## config.mk

```make
export PLATFORM = sky130hd
export DESIGN_NAME = cell_render_pipe_flat
export DESIGN_NICKNAME = d
export VERILOG_FILES = /design/src/rtl/cell_render_pipe_pkg.sv /design/src/rtl/cell_render_pipe_if.sv /design/src/rtl/cell_render_pipe_shift_map.sv /design/src/rtl/cell_render_pipe.sv /design/src/flat_wrapper.sv
export SDC_FILE = /design/constraint.sdc
export NUM_CORES = 1
export LEC_CHECK = 0
export CORE_MARGIN = 3
export CORE_UTILIZATION = 38
export DETAILED_ROUTE_END_ITERATION = 6
export PLACE_DENSITY_LB_ADDON = 0.05
export SLEW_MARGIN = 20
export SYNTH_ARGS = -nofsm -noshare
export SYNTH_HDL_FRONTEND = slang
export SYNTH_SLANG_ARGS = --single-unit
export TNS_END_PERCENT = 30
```

## constraint.sdc

```tcl
create_clock -name clk -period 10.4 [get_ports clk]
set_clock_uncertainty 0.2 [all_clocks]
set_input_delay 2.08 -clock clk [delete_from_list [all_inputs] [get_ports clk]]
set_output_delay 2.08 -clock clk [all_outputs]
set_load 0.01 [all_outputs]
```

## src/rtl/cell_render_pipe_pkg.sv

```systemverilog
// Shared definitions for the life-board cell renderer: modes, colours,
// the zoom-to-shift encoding and the flag bundle carried down the pipeline.
package cell_render_pipe_pkg;

    typedef enum logic {
        MODE_EDIT = 1'b0,
        MODE_RUN  = 1'b1
    } mode_e;

    localparam logic [11:0] COL_BG       = 12'h000;
    localparam logic [11:0] COL_GRID     = 12'h333;
    localparam logic [11:0] COL_CUR_GRID = 12'h700;
    localparam logic [11:0] COL_CUR      = 12'h0F0;
    localparam logic [11:0] COL_ALIVE    = 12'hFF0;
    localparam logic [11:0] COL_DEAD     = 12'hFFF;

    localparam logic [2:0] SHIFT_RESET = 3'd6;

    typedef struct packed {
        logic valid;
        logic area;
        logic grid;
        logic hit;
        logic cur_en;
    } flags_t;

    // Highest set bit of visi_cell_num[5:3] selects the cell width (8..64 px).
    function automatic logic [2:0] zoom_to_shift(input logic [7:0] visi);
        logic [2:0] sh;
        if (visi[5]) begin
            sh = 3'd3;
        end else if (visi[4]) begin
            sh = 3'd4;
        end else if (visi[3]) begin
            sh = 3'd5;
        end else begin
            sh = 3'd6;
        end
        return sh;
    endfunction

endpackage

```

## src/rtl/cell_render_pipe_if.sv

```systemverilog
// Cell-state memory read port: the renderer drives the address, memory
// returns the alive flag a fixed number of cycles later.
interface cell_render_pipe_if #(
    parameter int K = 6
);
    logic [K-1:0] cell_x;
    logic [K-1:0] cell_y;
    logic         cell_state;

    modport master (output cell_x, output cell_y, input cell_state);
    modport slave  (input cell_x, input cell_y, output cell_state);
endinterface

```

## src/rtl/cell_render_pipe_shift_map.sv

```systemverilog
// Power-of-two cell mapping: quotient and remainder of a window-relative
// pixel offset by the current cell width, using shifts only.
module cell_shift_map #(
    parameter int K = 6
) (
    input  logic [9:0]   rel,
    input  logic [2:0]   shift,
    output logic [K-1:0] quo,
    output logic [9:0]   rem
);
    logic [9:0] mask_s;

    // Quotient keeps only K bits so oversized offsets wrap around the board.
    always_comb begin
        mask_s = (10'd1 << shift) - 10'd1;
        quo    = K'(rel >> shift);
        rem    = rel & mask_s;
    end
endmodule

```

## src/rtl/cell_render_pipe.sv

```systemverilog
// Pixel-to-cell renderer: maps scan pixels onto a toroidal board window,
// issues the cell read and colours the aligned cell state. Latency 3+MEM_LAT.
module cell_render_pipe
    import cell_render_pipe_pkg::*;
#(
    parameter int K            = 6,
    parameter int PX_BOUND_LM  = 50,
    parameter int PX_BOUND_RM  = 400,
    parameter int PX_BOUND_UM  = 50,
    parameter int PX_BOUND_DM  = 400,
    parameter int MEM_LAT      = 1,
    parameter int BLINK_FRAMES = 16
) (
    input  logic                      clk,
    input  logic                      rst,
    input  logic                      frame_start,
    input  logic                      pix_valid,
    input  logic                      mode,
    input  logic [9:0]                scan_x,
    input  logic [9:0]                scan_y,
    input  logic [K-1:0]              win_x,
    input  logic [K-1:0]              win_y,
    input  logic [7:0]                visi_cell_num,
    input  logic [K-1:0]              cur_x,
    input  logic [K-1:0]              cur_y,
    cell_render_pipe_if.master        mem,
    output logic                      disp_valid,
    output logic                      in_disp_area,
    output logic [11:0]               disp_value_RGB
);
    localparam int BW = (BLINK_FRAMES > 1) ? $clog2(BLINK_FRAMES) : 1;

    logic [2:0]    shift_q_r;
    logic [BW-1:0] blink_cnt_r;
    logic          blink_on_r;

    logic [9:0]    rel_x_r, rel_y_r;
    logic          area_r, valid_r, mode_r;

    logic [K-1:0]  qx_s, qy_s, cx_s, cy_s;
    logic [9:0]    rx_s, ry_s;
    logic [K-1:0]  cell_x_r, cell_y_r;
    flags_t        s1_flags_s, s1_flags_r, out_flags_s;

    logic [11:0]   rgb_s;
    logic          disp_valid_r, in_disp_area_r;
    logic [11:0]   rgb_r;

    // Zoom is sampled only at frame start so a frame never changes cell size.
    always_ff @(posedge clk or negedge rst) begin
        if (!rst) begin
            shift_q_r <= SHIFT_RESET;
        end else if (frame_start) begin
            shift_q_r <= zoom_to_shift(visi_cell_num);
        end
    end

    // Cursor blink timer; RUN mode pins it to the visible phase.
    always_ff @(posedge clk or negedge rst) begin
        if (!rst) begin
            blink_cnt_r <= '0;
            blink_on_r  <= 1'b1;
        end else if (mode == MODE_RUN) begin
            blink_cnt_r <= '0;
            blink_on_r  <= 1'b1;
        end else if (frame_start) begin
            if (blink_cnt_r == BW'(BLINK_FRAMES - 1)) begin
                blink_cnt_r <= '0;
                blink_on_r  <= ~blink_on_r;
            end else begin
                blink_cnt_r <= blink_cnt_r + BW'(1);
            end
        end
    end

    // S0: bounds test and display-relative offsets.
    always_ff @(posedge clk or negedge rst) begin
        if (!rst) begin
            rel_x_r <= 10'd0;
            rel_y_r <= 10'd0;
            area_r  <= 1'b0;
            valid_r <= 1'b0;
            mode_r  <= 1'b0;
        end else begin
            rel_x_r <= scan_x - 10'(PX_BOUND_LM + 1);
            rel_y_r <= scan_y - 10'(PX_BOUND_UM + 1);
            area_r  <= (scan_x > 10'(PX_BOUND_LM)) && (scan_x < 10'(PX_BOUND_RM)) &&
                       (scan_y > 10'(PX_BOUND_UM)) && (scan_y < 10'(PX_BOUND_DM));
            valid_r <= pix_valid;
            mode_r  <= mode;
        end
    end

    cell_shift_map #(.K(K)) u_map_x (.rel(rel_x_r), .shift(shift_q_r), .quo(qx_s), .rem(rx_s));
    cell_shift_map #(.K(K)) u_map_y (.rel(rel_y_r), .shift(shift_q_r), .quo(qy_s), .rem(ry_s));

    // S1 combinational: window origin added modulo 2^K, grid and cursor flags.
    always_comb begin
        cx_s              = win_x + qx_s;
        cy_s              = win_y + qy_s;
        s1_flags_s.valid  = valid_r;
        s1_flags_s.area   = area_r;
        s1_flags_s.grid   = (rx_s == 10'd0) || (ry_s == 10'd0);
        s1_flags_s.hit    = (cx_s == cur_x) && (cy_s == cur_y);
        s1_flags_s.cur_en = s1_flags_s.hit && (mode_r == MODE_EDIT);
    end

    // S1 registers: memory address and the flags that travel alongside it.
    always_ff @(posedge clk or negedge rst) begin
        if (!rst) begin
            cell_x_r   <= '0;
            cell_y_r   <= '0;
            s1_flags_r <= '0;
        end else begin
            cell_x_r   <= cx_s;
            cell_y_r   <= cy_s;
            s1_flags_r <= s1_flags_s;
        end
    end

    assign mem.cell_x = cell_x_r;
    assign mem.cell_y = cell_y_r;

    generate
        if (MEM_LAT == 0) begin : g_no_dly
            assign out_flags_s = s1_flags_r;
        end else begin : g_dly
            flags_t dly_r [MEM_LAT];

            // Flag delay matching the memory read latency.
            always_ff @(posedge clk or negedge rst) begin
                if (!rst) begin
                    for (int i = 0; i < MEM_LAT; i++) begin
                        dly_r[i] <= '0;
                    end
                end else begin
                    dly_r[0] <= s1_flags_r;
                    for (int i = 1; i < MEM_LAT; i++) begin
                        dly_r[i] <= dly_r[i-1];
                    end
                end
            end

            assign out_flags_s = dly_r[MEM_LAT-1];
        end
    endgenerate

    // Colour priority; invalid pixels are always black.
    always_comb begin
        rgb_s = COL_BG;
        if (!out_flags_s.valid || !out_flags_s.area) begin
            rgb_s = COL_BG;
        end else if (out_flags_s.grid && out_flags_s.cur_en) begin
            rgb_s = COL_CUR_GRID;
        end else if (out_flags_s.grid) begin
            rgb_s = COL_GRID;
        end else if (out_flags_s.cur_en && blink_on_r) begin
            rgb_s = COL_CUR;
        end else if (out_flags_s.hit && (mode_r == MODE_RUN)) begin
            rgb_s = COL_CUR;
        end else if (mem.cell_state) begin
            rgb_s = COL_ALIVE;
        end else begin
            rgb_s = COL_DEAD;
        end
    end

    // Output register stage.
    always_ff @(posedge clk or negedge rst) begin
        if (!rst) begin
            disp_valid_r   <= 1'b0;
            in_disp_area_r <= 1'b0;
            rgb_r          <= 12'h000;
        end else begin
            disp_valid_r   <= out_flags_s.valid;
            in_disp_area_r <= out_flags_s.area;
            rgb_r          <= rgb_s;
        end
    end

    assign disp_valid     = disp_valid_r;
    assign in_disp_area   = in_disp_area_r;
    assign disp_value_RGB = rgb_r;

endmodule

```

## src/flat_wrapper.sv

```systemverilog
// flat-port wrapper written by rule: the top's interface ports become plain ports
module cell_render_pipe_flat import cell_render_pipe_pkg::*;
#(
    parameter int K            = 6,
    parameter int PX_BOUND_LM  = 50,
    parameter int PX_BOUND_RM  = 400,
    parameter int PX_BOUND_UM  = 50,
    parameter int PX_BOUND_DM  = 400,
    parameter int MEM_LAT      = 1,
    parameter int BLINK_FRAMES = 16
)
  (clk, rst, frame_start, pix_valid, mode, scan_x, scan_y, win_x, win_y, visi_cell_num, cur_x, cur_y, disp_valid, in_disp_area, disp_value_RGB, mem_cell_x, mem_cell_y, mem_cell_state);
  cell_render_pipe_if #(.K(K)) mem_i ();
  input  logic clk;
  input  logic rst;
  input  logic frame_start;
  input  logic pix_valid;
  input  logic mode;
  input  logic [9:0] scan_x;
  input  logic [9:0] scan_y;
  input  logic [K-1:0] win_x;
  input  logic [K-1:0] win_y;
  input  logic [7:0] visi_cell_num;
  input  logic [K-1:0] cur_x;
  input  logic [K-1:0] cur_y;
  output logic disp_valid;
  output logic in_disp_area;
  output logic [11:0] disp_value_RGB;
  output wire logic [$bits(mem_i.cell_x)-1:0] mem_cell_x;
  output wire logic [$bits(mem_i.cell_y)-1:0] mem_cell_y;
  input wire logic [$bits(mem_i.cell_state)-1:0] mem_cell_state;
  assign mem_cell_x = mem_i.cell_x;
  assign mem_cell_y = mem_i.cell_y;
  assign mem_i.cell_state = mem_cell_state;
  cell_render_pipe #(.K(K), .PX_BOUND_LM(PX_BOUND_LM), .PX_BOUND_RM(PX_BOUND_RM), .PX_BOUND_UM(PX_BOUND_UM), .PX_BOUND_DM(PX_BOUND_DM), .MEM_LAT(MEM_LAT), .BLINK_FRAMES(BLINK_FRAMES)) u_core (.clk(clk), .rst(rst), .frame_start(frame_start), .pix_valid(pix_valid), .mode(mode), .scan_x(scan_x), .scan_y(scan_y), .win_x(win_x), .win_y(win_y), .visi_cell_num(visi_cell_num), .cur_x(cur_x), .cur_y(cur_y), .mem(mem_i), .disp_valid(disp_valid), .in_disp_area(in_disp_area), .disp_value_RGB(disp_value_RGB));
endmodule
```

# --- Yosys cells after proc, flatten, opt, wreduce, memory -nomap -nowiden ---
# Index checks and enable logic that the tools add are counted.
word_totals:
  reg_bits: 67
  output_inout_bits: 26
  word_cells: 75
op_classes:
  n_addsub: 6
  n_lt_le_gt_ge: 4
  n_eq_ne: 3
  shift: 3
  muxes: 15
  n_bitwise: 4
  n_reduce_logical: 17
ops:
  columns: ["cell", "count"]
  rows:
  - ["$mux 12", 5]
  - ["$and 10x10->10", 2]
  - ["$gt 10x6->1 const B", 2]
  - ["$logic_not 10->1", 2]
  - ["$lt 10x9->1 const B", 2]
  - ["$shr 10x3->6", 2]
  - ["$sub 10x6->10 const B", 2]
  - ["$mux 4", 4]
  - ["$add 6x6->6", 2]
  - ["$eq 6x6->1", 2]
  - ["$shl 1x3->10 const A", 1]
  - ["$sub 10x1->10 const B", 1]
  - ["$logic_and 1x1->1", 8]
  - ["$add 4x1->4 const B", 1]
  - ["$eq 4x4->1 const B", 1]
  - ["$mux 2", 2]
  - ["$reduce_bool 2->1", 2]
  - ["$mux 1", 3]
  - ["$mux 3", 1]
  - ["$logic_not 1->1", 2]
  - ["$logic_or 1x1->1", 2]
  - ["$not 1->1", 2]
  - ["$reduce_and 2->1", 1]

# --- Longest topological paths before layout ---
# Gate-level depths: netlist of run 1.
depth:
  word_depth: 6
  mapped_depth: 14
  mapped_depth_nobuf: 12

# --- Hierarchy ---
# Synthesis of run 1 repeated with hierarchy kept, for this count alone.
hier_totals:
  hier_cells: 360
  hier_area_um2: 3796.1
modules_own_cells:
  columns: ["mod", "n_inst", "cells_each", "area_per_inst_um2"]
  rows:
  - ["cell_render_pipe", 1, 240, 2842.7]
  - ["cell_shift_map", 2, 60, 476.7]

# --- Least setup slack after synthesis of run 1 ---
# No wires, ideal clock.
synth_path:
  path_kind: "input to register"
  start: "input win_y[0]"
  end: "register u_core.s1_flags_r[0] (netlist name)"
  setup_ns: 0.101
  arrival_time_ns: 3.594
  required_ns: 10.099
  slack_ns: 6.505
  path_stages: 8
  n_path_buf: 0
  cell_sequence: "ha_1 -> inv_1 -> fa_1 -> xor2_1 -> nand4_1 -> nor4_1 -> nand4b_1 -> nor4_1"
synth_lines:
  columns: ["item", "line", "rtl"]
  rows:
  - ["start: declaration", "flat_wrapper.sv:22", "input logic [K-1:0] win_y;"]
  - ["end signal: assignment", "cell_render_pipe.sv:117", "s1_flags_r <= s1_flags_s;"]
  - ["end: declaration", "cell_render_pipe.sv:43", "flags_t s1_flags_s, s1_flags_r, out_flags_s;"]

==> results.cfg, run 1 <==
[run_status]
outcome = finished clean

[clocking]
cts_setup_buffers = 0
cts_tree = built
ctsHoldBuffers = 0
numCtsBuffers = 9
numClockSinks = 62
root_buffer = clkbuf_8
insertion_delay_ps = 340
cts_buffer_depth = 2
cts.htree.levels = 3
post_cts_resize_count = 0
clk_pin_slew_ps = 60

[finish]
diodes = 0
final_cells = 514
fin_nets = 475
drive_above_1_share = 0.0961
nFillCells = 839
area_delta_synth_final_pct = 30.8
design_area_um2 = 4600

[logic_synthesis]
ys_seq_area_frac = 0.442
synth_area_um2 = 3520
ys_top_cells_by_count = 59 x dfrtp_1, 24 x nor2_1, 23 x nand2_1
ys_warn_count = 0
synth_largest_area_cell = dfrtp_1
synth.top_cell.area_share = 0.419
synth.avg_cell_area_um2 = 10.7
ys.flop_type = dfrtp_1
synth-seq-cells = 62
synth_area_leaders = dfrtp_1 42%, ha_1 5.0%, xnor2_1 5.0%
synthArstFlopShare = 1.00
synth_most_common_cell = dfrtp_1
synthDistinctLibCells = 53
synth_fp_nets = 402
synth_cells = 328
synth_edf_count = 0

[floorplan]
die_h_um = 102
rows = 34
coreArea_um2 = 8850
die_w_um = 102
num_io_pins = 84
die_area_um2 = 10500
start_util = 0.398

[placed_design]
finalWeightedCongestion = 0.813
port_buffers = 78
dp_hpwl_um = 5550
dpl_cell_area_um2 = 4350
place_inst = 498
pre_cts_ws_ps = 5640

[grt]
antenna_found_initial = 0
grt_max_degree = 63
grt.overflow.total = 0
grt_use_total = 0.148
grt_pass1_wl_um = 11900
grt_pass1_vias = 2576

[timing]
slew_violations = 0
max_slew.worst_pin.slew_ps = 745
fin_crit_sh = 0.427
clock.fmax_mhz = 225
holdWs_ps = 149
slew_headroom = 0.503
hold_viol = 0
rsz0062_at_grt = no
tns_ps = 0
layout_setup_ws_ps = 5960
finalCriticalPeriod_ps = 4440
finalSetupViolCount = 0

[setup_path]
path_class = in2reg
worstPathBufferInverterCount = 2
worstPathMaxFanout = 3
cp_slowest_cell = fa_1
critical_path.top_delay_family = simple AND/OR/NAND/NOR gates
slowest_delay_ps = 540
cp_cell_sequence = clkdlybuf4s50_1 > ha_1 > inv_1 > fa_1 > xor2_1 > nand4_1 > nor4_1 > nand4b_1 > nor4_1
worstPathRequired_ps = 10430
cp_common_cell = nor4_1
endpoint_kind = register
cp-start-kind = input pin
cp.arrival_ps = 4470

[route]
dr_wl_met3_um = 493
drc = 0
dr.max_layer_used = met4
vias = 2583
drt_pass1_iterations = 4
wl_met2_um = 3250
routedWlPerCell_um = 14.1
wl_um = 7270
drt-met1-wl_um = 3370
ant_nets = 0
avgViaCountPerCell = 5.03
drt_iter0_drc = 75

[min_path]
hp-class = reg2reg

[pwr]
leakagePower_nw = 2.02
power_per_cell_area_nw_per_um2 = 177
ir_worst_vdd_v = 0.0000700

[run]
maxCapViolCount = 0
kinds of logic after synthesis:
group	Yosys count	synth area share
AOI/OAI and AO/OA	61	0.108
buffers and inverters	34	0.0451
and+or+nand+nor	89	0.126
muxes	26	0.102
adders and majority gates	16	0.0611
xor gates and xnor gates	40	0.116
DFF	62	0.442
power by group:
part / switching [mW] / total (mW) / internal [mW] / leakage [nW]
clock network: 0.0935 / 0.266 / 0.172 / 0.122
registers: 0.0224 / 0.299 / 0.276 / 0.761
logic: 0.113 / 0.252 / 0.139 / 1.13
total: 0.229 / 0.817 / 0.588 / 2.02
final timing paths:
kind | start | to | slack [ps] | depth (start not counted)
worst max-delay path | win_x[0] | u_core.s1_flags_r[0] | 5960 | 9
worst min-delay path | u_core.s1_flags_r[1] | u_core.g_dly.dly_r[1] | 150 | 0
worst max register to register | u_core.shift_q_r[1] | u_core.s1_flags_r[0] | 6560 | 10
worst min register to register | u_core.s1_flags_r[1] | u_core.g_dly.dly_r[1] | 150 | 0
max in group asynchronous | rst | u_core.rel_x_r[5] | 7820 | 2
min in group asynchronous | rst | u_core.disp_value_RGB[9] | 1690 | 2
final cells by class:
cell class	count	area [um^2]	area share
Tap cell	108	135	0.0294
Inverter	16	60.1	0.0130
Timing Repair Buffer	80	791	0.172
Sequential cell	62	1560	0.338
Clock inverter	5	105	0.0228
Multi-Input combinational cell	232	1810	0.392
Clock buffer	11	151	0.0329
registers in the layout (all words and copies together), names as in the netlist, 3 cells and up:
signal,count
u_core.mem.cell_x,6
u_core.s1_flags_r,5
u_core.g_dly.dly_r,5
u_core.blink_cnt_r,4
u_core.rel_x_r,10
u_core.shift_q_r,3
u_core.mem.cell_y,6
u_core.rel_y_r,10
u_core.disp_value_RGB,7
placed cells by master, fill, tap and decap left out, drive strengths merged, types with 4 or more instances in the layout:
master and n:
clkdlybuf4s50 77, dfrtp 59, nor2 24, nand2 23
xnor2 22, a21oi 21, inv 16, xor2 15
o21ai 15, ha 14, clkbuf 11, mux2i 10
mux2 10, nor2b 6, nand3 6, nor3 6
mux4 6, a21o 4, nand4 4
routing by layer:
layer	GRT usage	up-vias
li1	-	1301
met1	0.193	1188
met2	0.232	81
met3	0.0348	13
met4	0.0716	0
met5	0	-
metrics by stage:
stage,util,power [mW]
after floorplan,-,0.453
after detailed placement,0.491,0.559
final,0.520,0.817
after global routing,0.520,0.865
after CTS,0.520,0.827
after global placement,0.491,0.556
Note: power is estimated with default switching activity, not from simulation.
==> inputs of run 2 (changes only) <==
clock period = 4.5 ns   (was 10.4 ns; I/O delays follow)
==> run 2 against run 1 <==
First-iteration DRC count up 8.0%. Die area unchanged. Critical path depth up 1. Utilization down 0.23 points. Setup slack worse by 5100 ps. Hold slack about the same. Final cell count up 0.39%. Non-clock buffer count up 2. Total power up 120%. Wire length up 4.2%. Global-route usage up 0.98 points. Sequential power up 130%. Critical path type is now reg2reg. Critical endpoint unchanged. Largest cell class unchanged. Largest power group unchanged.
==> results.cfg, run 2 (synthesis results as in run 1) <==
[route]
routedWlPerCell_um = 14.7
drc = 0
drt_iter0_drc = 81
drt-met1-wl_um = 3380
dr_wl_met3_um = 454
drt_pass1_iterations = 4
avgViaCountPerCell = 5.03
dr.max_layer_used = met4
ant_nets = 0
vias = 2598
wl_um = 7570
wl_met2_um = 3640

[floorplan]
rows = 34
num_io_pins = 84
coreArea_um2 = 8850
die_w_um = 102
die_area_um2 = 10500
start_util = 0.398
die_h_um = 102

[grt]
grt.overflow.total = 0
grt_max_degree = 33
grt_pass1_wl_um = 12600
grt_pass1_vias = 2623
grt_use_total = 0.158
antenna_found_initial = 0

[pwr]
leakagePower_nw = 2.01
power_per_cell_area_nw_per_um2 = 397
ir_worst_vdd_v = 0.000187

[timing]
rsz0062_at_grt = no
tns_ps = 0
finalSetupViolCount = 0
fin_crit_sh = 0.810
slew_headroom = 0.549
finalCriticalPeriod_ps = 3650
hold_viol = 0
max_slew.worst_pin.slew_ps = 676
clock.fmax_mhz = 274
slew_violations = 0

[clocking]
insertion_delay_ps = 340
cts_tree = built
root_buffer = clkbuf_8
cts.htree.levels = 3
numCtsBuffers = 9
post_cts_resize_count = 0
cts_setup_buffers = 0
numClockSinks = 62
clk_pin_slew_ps = 70
cts_buffer_depth = 2
ctsHoldBuffers = 0

[setup_path]
r2r_cells = 10
cp-start-kind = register
path_class = reg2reg
cp.arrival_ps = 3690
worstPathMaxFanout = 13
worstPathRequired_ps = 4540
reg2reg_slack_ps = 850
endpoint_kind = register
rr_startpoint = u_core.shift_q_r[0]
reg2reg_to = u_core.s1_flags_r[0]

[min_path]
hold_start = u_core.s1_flags_r[0]
hold_end = u_core.g_dly.dly_r[0]
hp-class = reg2reg
hold_depth = 0

[finish]
drive_above_1_share = 0.100
fin_nets = 477
design_area_um2 = 4580
final_cell_mix = 77 x clkdlybuf4s50_1, 59 x dfrtp_1, 24 x nor2_1, 23 x nand2_1, 20 x xnor2_1
area_delta_synth_final_pct = 30.2
final_common_cell = clkdlybuf4s50_1
diodes = 0

[placed_design]
dp_hpwl_um = 5880
dpl_cell_area_um2 = 4360
finalWeightedCongestion = 0.809
port_buffers = 78

[run]
maxCapViolCount = 0

[run_status]
outcome = finished clean
run 2: worst max path at each step:
stage / startpoint / to / slack, ps / cells after the start
3_5_place_dp: u_core.shift_q_r[0] / u_core.s1_flags_r[0] / 890 / 10
3_3_place_gp: u_core.shift_q_r[0] / u_core.s1_flags_r[0] / 940 / 10
2_1_floorplan: u_core.shift_q_r[1] / u_core.s1_flags_r[0] / 1170 / 12
6_report: u_core.shift_q_r[0] / u_core.s1_flags_r[0] / 850 / 10
5_1_grt: u_core.shift_q_r[0] / u_core.s1_flags_r[0] / 540 / 10
4_1_cts: u_core.shift_q_r[0] / u_core.s1_flags_r[0] / 820 / 10
run 2: where the power goes:
| group | total [mW] | internal (mW) | leakage (nW) | switching [mW] |
|---|---|---|---|---|
| Sequential | 0.692 | 0.638 | 0.761 | 0.0539 |
| Combinational | 0.589 | 0.324 | 1.14 | 0.265 |
| Clock | 0.539 | 0.313 | 0.106 | 0.226 |
run 2: per-layer routing:
metal | global-route usage | up-vias
met3 | 0.0457 | 9
met2 | 0.264 | 74
met1 | 0.197 | 1215
met4 | 0.0515 | 0
met5 | 0 | -
li1 | - | 1300
run 2: per-stage QoR:
| stage | util | cells | setup slack (ps) | total power, mW | hold WS (ps) |
|---|---|---|---|---|---|
| floorplan | - | 328 | 1170 | 1.05 | 131 |
| detailed placement | 0.493 | 500 | 889 | 1.30 | 135 |
| finish | 0.518 | 516 | 854 | 1.82 | 149 |
| global placement | 0.493 | 500 | 936 | 1.29 | 133 |
| global route | 0.518 | 516 | 537 | 1.93 | 155 |
| CTS | 0.518 | 516 | 816 | 1.85 | 152 |
run 2: worst max-delay path, cell delays in order, from the launching register on:
cell      delay [ps]
dfrtp_1          660
mux4_1           650
mux2_2           300
ha_1             210
inv_1             80
fa_1             460
xor2_1           180
nand4_1          110
nor4_1           280
nand4b_1         170
nor4_1           240
run 2: cell type report:
cell class / instances / area [um^2]
Clock buffer: 9 / 124
Clock inverter: 7 / 97.6
Fill cell: 826 / 4270
Inverter: 16 / 60.1
Multi-Input combinational cell: 232 / 1810
Sequential cell: 62 / 1560
Tap cell: 108 / 135
Timing Repair Buffer: 82 / 806
